`src/rtl/truth_table_sweeper_if.sv`:
```
`default_nettype none
// ============================================================================
//  Module      : truth_table_sweeper_if
//  Description : Signal bundle between a truth-table sweeper and its
//                environment (the sweep requester plus the gate under test).
//                  start     - request a sweep (accepted only when not busy)
//                  expected  - expected 8-bit truth-table code
//                  dut_out   - output of the gate under test
//                  drv       - {in1,in2,in3} driven to the gate, in1 = MSB
//                  busy      - sweep in progress
//                  done      - one-cycle pulse at sweep completion
//                  code      - recovered truth-table code
//                  match     - code == captured expected
//                  mismatch  - code XOR captured expected
//                slave  : the sweeper
//                master : the environment (requester + gate under test)
//  Revision    : 1.0 - initial release
// ============================================================================
interface truth_table_sweeper_if;
    logic       start;
    logic [7:0] expected;
    logic       dut_out;
    logic [2:0] drv;
    logic       busy;
    logic       done;
    logic [7:0] code;
    logic       match;
    logic [7:0] mismatch;

    modport slave (
        input  start,
        input  expected,
        input  dut_out,
        output drv,
        output busy,
        output done,
        output code,
        output match,
        output mismatch
    );

    modport master (
        output start,
        output expected,
        output dut_out,
        input  drv,
        input  busy,
        input  done,
        input  code,
        input  match,
        input  mismatch
    );
endinterface
`default_nettype wire

```
`src/rtl/truth_table_sweeper.sv`:
```
`default_nettype none
// ============================================================================
//  Module      : truth_table_sweeper
//  Description : Drives all eight input rows {in1,in2,in3} into a 3-input
//                combinational gate, holds each row SETTLE_CYCLES cycles,
//                samples the gate output and rebuilds the 8-bit truth-table
//                code (bit 7-r holds the output for row r). The recovered
//                code is compared against an expected code captured at
//                start.
//  Ports       : clk   - clock, rising edge
//                reset - synchronous, active-high reset
//                bus   - truth_table_sweeper_if.slave (start/expected/dut_out
//                        in; drv/busy/done/code/match/mismatch out)
//  Parameters  : SETTLE_CYCLES - cycles each row is held before sampling
//                                (must be >= 1)
//  Revision    : 1.0 - initial release
// ============================================================================
module truth_table_sweeper #(
    parameter int SETTLE_CYCLES = 4
) (
    input  logic                   clk,
    input  logic                   reset,
    truth_table_sweeper_if.slave   bus
);

    generate
        if (SETTLE_CYCLES < 1) begin : g_bad_settle
            $error("truth_table_sweeper: SETTLE_CYCLES must be >= 1");
        end
    endgenerate

    localparam int CNT_W = (SETTLE_CYCLES > 1) ? $clog2(SETTLE_CYCLES) : 1;
    localparam logic [CNT_W-1:0] c_cnt_last = CNT_W'(SETTLE_CYCLES - 1);

    localparam logic [1:0] c_st_idle   = 2'd0;
    localparam logic [1:0] c_st_settle = 2'd1;
    localparam logic [1:0] c_st_fin    = 2'd2;

    logic [1:0]       r_state;
    logic [1:0]       w_state_next;
    logic [2:0]       r_row;
    logic [2:0]       w_row_next;
    logic [CNT_W-1:0] r_cnt;
    logic [CNT_W-1:0] w_cnt_next;

    logic [7:0]       r_code;
    logic [7:0]       r_expected;
    logic             r_match;
    logic [7:0]       r_mismatch;
    logic [7:0]       w_code_next;
    logic             w_accept;
    logic             w_sample;

    // A start in FIN is accepted exactly as in IDLE, giving back-to-back sweeps.
    assign w_accept = bus.start && (r_state != c_st_settle);
    assign w_sample = (r_state == c_st_settle) && (r_cnt == c_cnt_last);

    // ------------------------------------------------------------------
    // State register
    // ------------------------------------------------------------------
    always_ff @(posedge clk) begin
        if (reset) begin
            r_state <= c_st_idle;
            r_row   <= 3'd0;
            r_cnt   <= '0;
        end else begin
            r_state <= w_state_next;
            r_row   <= w_row_next;
            r_cnt   <= w_cnt_next;
        end
    end

    // ------------------------------------------------------------------
    // Next-state logic
    // ------------------------------------------------------------------
    always_comb begin
        w_state_next = r_state;
        w_row_next   = r_row;
        w_cnt_next   = r_cnt;
        case (r_state)
            c_st_settle: begin
                if (r_cnt == c_cnt_last) begin
                    w_cnt_next = '0;
                    if (r_row == 3'd7) begin
                        w_state_next = c_st_fin;
                    end else begin
                        w_row_next = r_row + 3'd1;
                    end
                end else begin
                    w_cnt_next = r_cnt + CNT_W'(1);
                end
            end
            c_st_idle, c_st_fin: begin
                if (bus.start) begin
                    w_state_next = c_st_settle;
                    w_row_next   = 3'd0;
                    w_cnt_next   = '0;
                end else begin
                    w_state_next = c_st_idle;
                end
            end
            default: begin
                w_state_next = c_st_idle;
                w_row_next   = 3'd0;
                w_cnt_next   = '0;
            end
        endcase
    end

    // ------------------------------------------------------------------
    // Output logic (decoded from registered state, so glitch-free per cycle)
    // ------------------------------------------------------------------
    always_comb begin
        bus.busy = (r_state == c_st_settle);
        bus.done = (r_state == c_st_fin);
        bus.drv  = (r_state == c_st_settle) ? r_row : 3'd0;
    end

    // ------------------------------------------------------------------
    // Result datapath
    // ------------------------------------------------------------------
    // Code with the current row's sample merged in; used so that match and
    // mismatch registered on the last sample already include row 7.
    always_comb begin
        w_code_next               = r_code;
        w_code_next[3'd7 - r_row] = bus.dut_out;
    end

    always_ff @(posedge clk) begin
        if (reset) begin
            r_code     <= 8'h00;
            r_expected <= 8'h00;
            r_match    <= 1'b0;
            r_mismatch <= 8'h00;
        end else if (w_accept) begin
            r_code     <= 8'h00;
            r_expected <= bus.expected;
            r_match    <= 1'b0;
            r_mismatch <= 8'h00;
        end else if (w_sample) begin
            r_code <= w_code_next;
            if (r_row == 3'd7) begin
                r_match    <= (w_code_next == r_expected);
                r_mismatch <= w_code_next ^ r_expected;
            end
        end
    end

    assign bus.code     = r_code;
    assign bus.match    = r_match;
    assign bus.mismatch = r_mismatch;

endmodule
`default_nettype wire

```
`src/flat_wrapper.sv`:
```
// flat-port wrapper written by rule: the top's interface ports become plain ports
module truth_table_sweeper_flat 
#(
    parameter int SETTLE_CYCLES = 4
)
  (clk, reset, bus_start, bus_expected, bus_dut_out, bus_drv, bus_busy, bus_done, bus_code, bus_match, bus_mismatch);
  truth_table_sweeper_if bus_i ();
  input  logic clk;
  input  logic reset;
  input wire logic [$bits(bus_i.start)-1:0] bus_start;
  input wire logic [$bits(bus_i.expected)-1:0] bus_expected;
  input wire logic [$bits(bus_i.dut_out)-1:0] bus_dut_out;
  output wire logic [$bits(bus_i.drv)-1:0] bus_drv;
  output wire logic [$bits(bus_i.busy)-1:0] bus_busy;
  output wire logic [$bits(bus_i.done)-1:0] bus_done;
  output wire logic [$bits(bus_i.code)-1:0] bus_code;
  output wire logic [$bits(bus_i.match)-1:0] bus_match;
  output wire logic [$bits(bus_i.mismatch)-1:0] bus_mismatch;
  assign bus_i.start = bus_start;
  assign bus_i.expected = bus_expected;
  assign bus_i.dut_out = bus_dut_out;
  assign bus_drv = bus_i.drv;
  assign bus_busy = bus_i.busy;
  assign bus_done = bus_i.done;
  assign bus_code = bus_i.code;
  assign bus_match = bus_i.match;
  assign bus_mismatch = bus_i.mismatch;
  truth_table_sweeper #(.SETTLE_CYCLES(SETTLE_CYCLES)) u_core (.clk(clk), .reset(reset), .bus(bus_i));
endmodule
```
`config.mk`:
```
export PLATFORM = sky130hd
export DESIGN_NAME = truth_table_sweeper_flat
export DESIGN_NICKNAME = d
export VERILOG_FILES = /design/src/rtl/truth_table_sweeper_if.sv /design/src/rtl/truth_table_sweeper.sv /design/src/flat_wrapper.sv
export SDC_FILE = /design/constraint.sdc
export NUM_CORES = 1
export LEC_CHECK = 0
export CORE_UTILIZATION = 45
export CTS_CLUSTER_DIAMETER = 120
export DETAILED_ROUTE_END_ITERATION = 12
export PLACE_DENSITY = 0.72
export SYNTH_ARGS = -nofsm -noshare
export SYNTH_HDL_FRONTEND = slang
export SYNTH_SLANG_ARGS = --single-unit
```
`constraint.sdc`:
```
create_clock -name clk -period 2.3 [get_ports clk]
set_input_delay 0.46 -clock clk [delete_from_list [all_inputs] [get_ports clk]]
set_output_delay 0.46 -clock clk [all_outputs]
set_load 0.05 [all_outputs]
```
==> After elaboration in Yosys (flattened, before gate mapping) <==
Cells that the tools add are included.
{ "op_classes": {"add_sub_neg": 3, "magnitude_cmp": 2, "n_eq_ne": 10, "mux": 15, "n_bitwise": 1, "reduce_logical": 9} }
{ "ops": {"columns": ["op", "n"], "rows": [
  ["two-way mux 3 bit", 4],
  ["bitwise mux 8 bit", 1],
  ["equality test 8 bit", 1],
  ["two-way mux 2 bit", 4],
  ["one-hot mux 2 bit (2 select lines)", 2],
  ["bitwise XOR 8 bit", 1],
  ["!= test 2 x 1 -> 1 bit (second input constant)", 3],
  ["one-hot mux 3 bit (2 select lines)", 1],
  ["equality test 2 bit (second input constant)", 2],
  ["less-than comparator 3 x 4 -> 1 bit (second input constant)", 1],
  ["!= test 2 bit (second input constant)", 2],
  ["AND reduction 2 bit", 2],
  ["OR reduction 2 bit", 2],
  ["adder 3 x 1 -> 3 bit (second input constant)", 1],
  ["demux 1 bit (select 3 bit)", 1],
  ["equality test 3 bit (second input constant)", 1],
  [">= comparator 3 x 1 -> 1 bit (second input constant)", 1],
  ["logical AND 1 bit", 3],
  ["AND reduction 3 bit", 1],
  ["subtractor 3 bit (first input constant)", 1],
  ["adder 2 x 1 -> 2 bit (second input constant)", 1],
  ["equality test 2 x 1 -> 1 bit (second input constant)", 1],
  ["zero test 2 bit", 1],
  ["two-way mux 1 bit", 2]
]} }
{ "word_totals": {"ff_bits": 32, "input_bits": 12, "out_inout_bits": 22, "word_cells": 47} }

==> Logic depth before layout (Yosys ltp) <==
{ "depth": {"depth_word": 7, "mapped_depth": 8, "depth_no_buf": 6} }

==> Worst setup path after synthesis <==
No wires, ideal clock.
{ "synth_path": {"path_type": "reg-to-output", "start": "register u_core.r_row[2]", "end": "output bus_drv[2]", "arrival_time_ns": 1.179, "t_required_ns": 1.840, "setup_slack_ns": 0.661, "path_stages_with_launch": 4, "path_buffers": 2, "path_cell_list": "dfxtp_1 > buf_4 > clkbuf_1 > and2_1"} }
{ "synth_between": {"elab_chain_cells": 1} }
{ "synth_lines": {"columns": ["item", "line", "rtl"], "rows": [
  ["from (decl)", "truth_table_sweeper.sv:41", "logic [2:0] r_row;"],
  ["from (signal assigned)", "truth_table_sweeper.sv:68", "r_row <= w_row_next;"],
  ["two-way mux 3 bit", "truth_table_sweeper.sv:116", "bus.drv = (r_state == c_st_settle) ? r_row : 3'd0;"],
  ["to (decl)", "flat_wrapper.sv:13", "output wire logic [$bits(bus_i.drv)-1:0] bus_drv;"]
]} }
No other way between the ends.

==> Worst setup path in the final report <==
{ "layout_path": {"start": "register u_core.r_state[1]", "end": "output bus_done"} }
{ "layout_between": {"elab_chain_cells": 1} }
{ "layout_lines": {"columns": ["item", "line", "rtl"], "rows": [
  ["from (decl)", "truth_table_sweeper.sv:39", "logic [1:0] r_state;"],
  ["from (signal assigned)", "truth_table_sweeper.sv:63", "r_state <= c_st_idle;"],
  ["from (signal assigned)", "truth_table_sweeper.sv:67", "r_state <= w_state_next;"],
  ["equality test 2 bit", "truth_table_sweeper.sv:115", "bus.done = (r_state == c_st_fin);"],
  ["to (decl)", "flat_wrapper.sv:15", "output wire logic [$bits(bus_i.done)-1:0] bus_done;"]
]} }
No other way between the ends.

==> results.toml <==
[sta]
worst_pin_slew_ps = 649
finalClockSkew_ps = 7.47
timing.hold.ws_ps = 463
maxSlewHeadroom = 0.567
drv_slew = 0
layout_min_cycle_time_ps = 2140
hold_viol_final = 0
finalSetupTns_ps = 0
fmax_mhz = 468
rsz0062_at_grt = "no"
finalSetupViolCount = 0
fin_crit_sh = 0.929

[cts]
cts_tree = "built"
cts_setup_buffers = 0
root_buffer = "clkbuf_4"
post_cts_resized = 0
clock_sinks = 32
cts_made_buffers = 5
holdBufCountCts = 0
clk_pin_slew_ps = 100
cts_buffer_depth = 2
clk_latency_ps = 330
htreeDepth = 2

[yosys]
syn_area_um2 = 1560
ys_seq_area_frac = 0.411
synth_fp_nets = 190
yosys_warnings = 0
synthCells = 175
synth_cell_types = 26
ys_seq_elements = 32
avgSynthCellArea_um2 = 8.91

[die]
die_area_um2 = 3700
dieWidth_um = 60.9
design.core.area_um2 = 3340
die_y_um = 60.9
std_cell_rows = 21
start_util = 0.467
io_pins = 34

[power]
p_leak_uw = 0.000821
share_comb_of_total_power = 0.091
ir_drop_mv = 0.300
swShare = 0.240
powerDensity_nw_per_um2 = 530
seqPwrFrac = 0.557
clockPowerShare = 0.351
power.net_switching_uw = 248
power.internal_uw = 785

[run_status]
status = "finished, final reports clean"

[setup_path]
worst-r2r-cell-count = 6
critPathKind = "reg2out"
required_ps = 1840
crit_fanout = 3
r2r_setup_slack_ps = 290
cp_top_family = "buffers and inverters"
crit_slowest_cell = "clkdlybuf4s50_1"
r2r-end = "u_core.bus.match$_SDFFE_PP0P_"
crit_start = "u_core.r_state[1]$_SDFFE_PP0P_"
crit_path_end_kind = "output port"
reg2reg_from = "u_core.r_row[2]$_SDFFE_PP0P_"
start_kind = "flip-flop"
max_stage_delay_ps = 810
path_cells = "nor2b_1 -> clkdlybuf4s50_1"
worst-path-buf-inv = 1
cp.arrival_ps = 1680

[worst_hold_path]
hold_class = "reg2reg"
holdPathStages = 2
min_from = "u_core.bus.mismatch[3]$_SDFFE_PP0P_"
whs_endpoint = "u_core.bus.mismatch[3]$_SDFFE_PP0P_"

[global_routing]
grt_pass1_vias = 1169
grt_overflow_total = 0
gr-usage-all-layers = 0.208
grt_first_pass_wirelength_mm = 5.41
antenna_found_initial = 0
grt_start_max_net_pins = 21

[drt]
dr.first_iter.drc_count = 39
drt-wirelength-per-cell_um = 13.2
drt_pass1_iterations = 4
postRouteAntennaNets = 0
avgViaCountPerCell = 5.13
post-route-drc-count = 0
vias = 1298
routed_wirelength_mm = 3.34

[placement]
place_inst = 246
placed_area_um2 = 1890
gp_congestion = 0.869
hpwl_mm = 2.55
io_buffers = 33

[cells_and_area]
drive_above_1_share = 0.0821
final_cells = 253
layout_common_cells = "32 x dfxtp_1, 29 x clkdlybuf4s50_1, 24 x mux2i_1"
syn_to_final_growth_pct = 25.1
fin_nets = 222
final_area_um2 = 1950
mostFrequentLayoutCell = "dfxtp_1"
antenna_cells = 0

[flow_run]
max_cap_viol_count = 0
[flip-flops by register name (all words and copies together), names as in the netlist]
register,cells
u_core.bus.code,8
u_core.bus.match,1
u_core.bus.mismatch,8
u_core.r_cnt,2
u_core.r_expected,8
u_core.r_row,3
u_core.r_state,2
[cells in the mapped netlist]
library cell	number	area, µm²
and2_1	2	12.5
mux2i_1	24	240
a22oi_1	2	15.0
nand3b_1	4	30.0
xnor2_1	8	70.1
clkbuf_1	4	15.0
nor4_1	3	18.8
nand2_1	22	82.6
nand3_1	5	25.0
a21oi_1	14	70.1
dfxtp_1	32	641
inv_1	2	7.51
and3_1	1	6.26
and2_2	1	7.51
nand3b_4	1	20.0
nor2_1	23	86.3
buf_6	3	33.8
buf_2	2	10.0
buf_4	3	22.5
nand2b_1	2	12.5
ha_1	3	37.5
xor2_1	1	8.76
and2b_1	1	7.51
nor2b_1	1	6.26
nor3b_1	7	52.6
nor3_1	4	20.0
[worst reg2reg max path: cells and delay by family, from the launching register on]
kind	cells	cell delay, ps
DFF	1	750
muxes	1	290
AOI/OAI and AO/OA	1	140
and+or+nand+nor	3	650
xor gates and xnor gates	1	120
[area by class of cell]
type,instances,area (µm²)
well taps,46,57.6
inverters,2,7.51
multi-input cells,129,830
flip-flops and latches,32,641
fillers,310,1390
clock buffers,7,65.1
repair buffers,37,350
[worst max path at each step]
stage / to / slack, ps / depth (start not counted)
after floorplan: bus_drv[2] / 660 / 3
after global placement: u_core.bus.match$_SDFFE_PP0P_ / 260 / 6
after detailed placement: u_core.bus.match$_SDFFE_PP0P_ / 190 / 6
after CTS: bus_done / 150 / 2
after global routing: bus_done / 120 / 2
final: bus_done / 160 / 2
[metal layers]
layer / vias to the layer above / global-route usage / part of all wire
met2: 38 / 0.336 / 0.49
met4: 0 / 0.0974 / 0.0099
li1: 656 / - / -
met3: 2 / 0.0576 / 0.050
met5: - / 0 / 0
met1: 602 / 0.257 / 0.45
[cell families (layout without fill, tap and decap cells)]
family / after synthesis / after routing / synth area share
AND/OR/NAND/NOR: 77 / 77 / 0.249
flip-flops: 32 / 32 / 0.411
multiplexers: 24 / 24 / 0.154
AO/OA/AOI/OAI: 16 / 16 / 0.0546
buffers and inverters: 14 / 46 / 0.0570
XOR/XNOR: 9 / 9 / 0.0506
adder cells (fa/ha/maj): 3 / 3 / 0.0241
[per-stage QoR]
step | util | setup slack, ps | total power [µW]
floorplan | - | 661 | 649
global placement | 0.565 | 261 | 679
detailed placement | 0.565 | 186 | 684
CTS | 0.585 | 148 | 1040
global route | 0.585 | 117 | 1070
finish | 0.585 | 164 | 1030
[power by group through the flow]
stage                     combinational [µW]  sequential (µW)  clock [µW]
after CTS                               94.8              576         366
final                                   94.3              576         363
after global routing                     104              578         389
after floorplan                         63.5              586           0
after global placement                  90.7              588           0
after detailed placement                94.5              589           0
(Power assumes the default switching activity.)
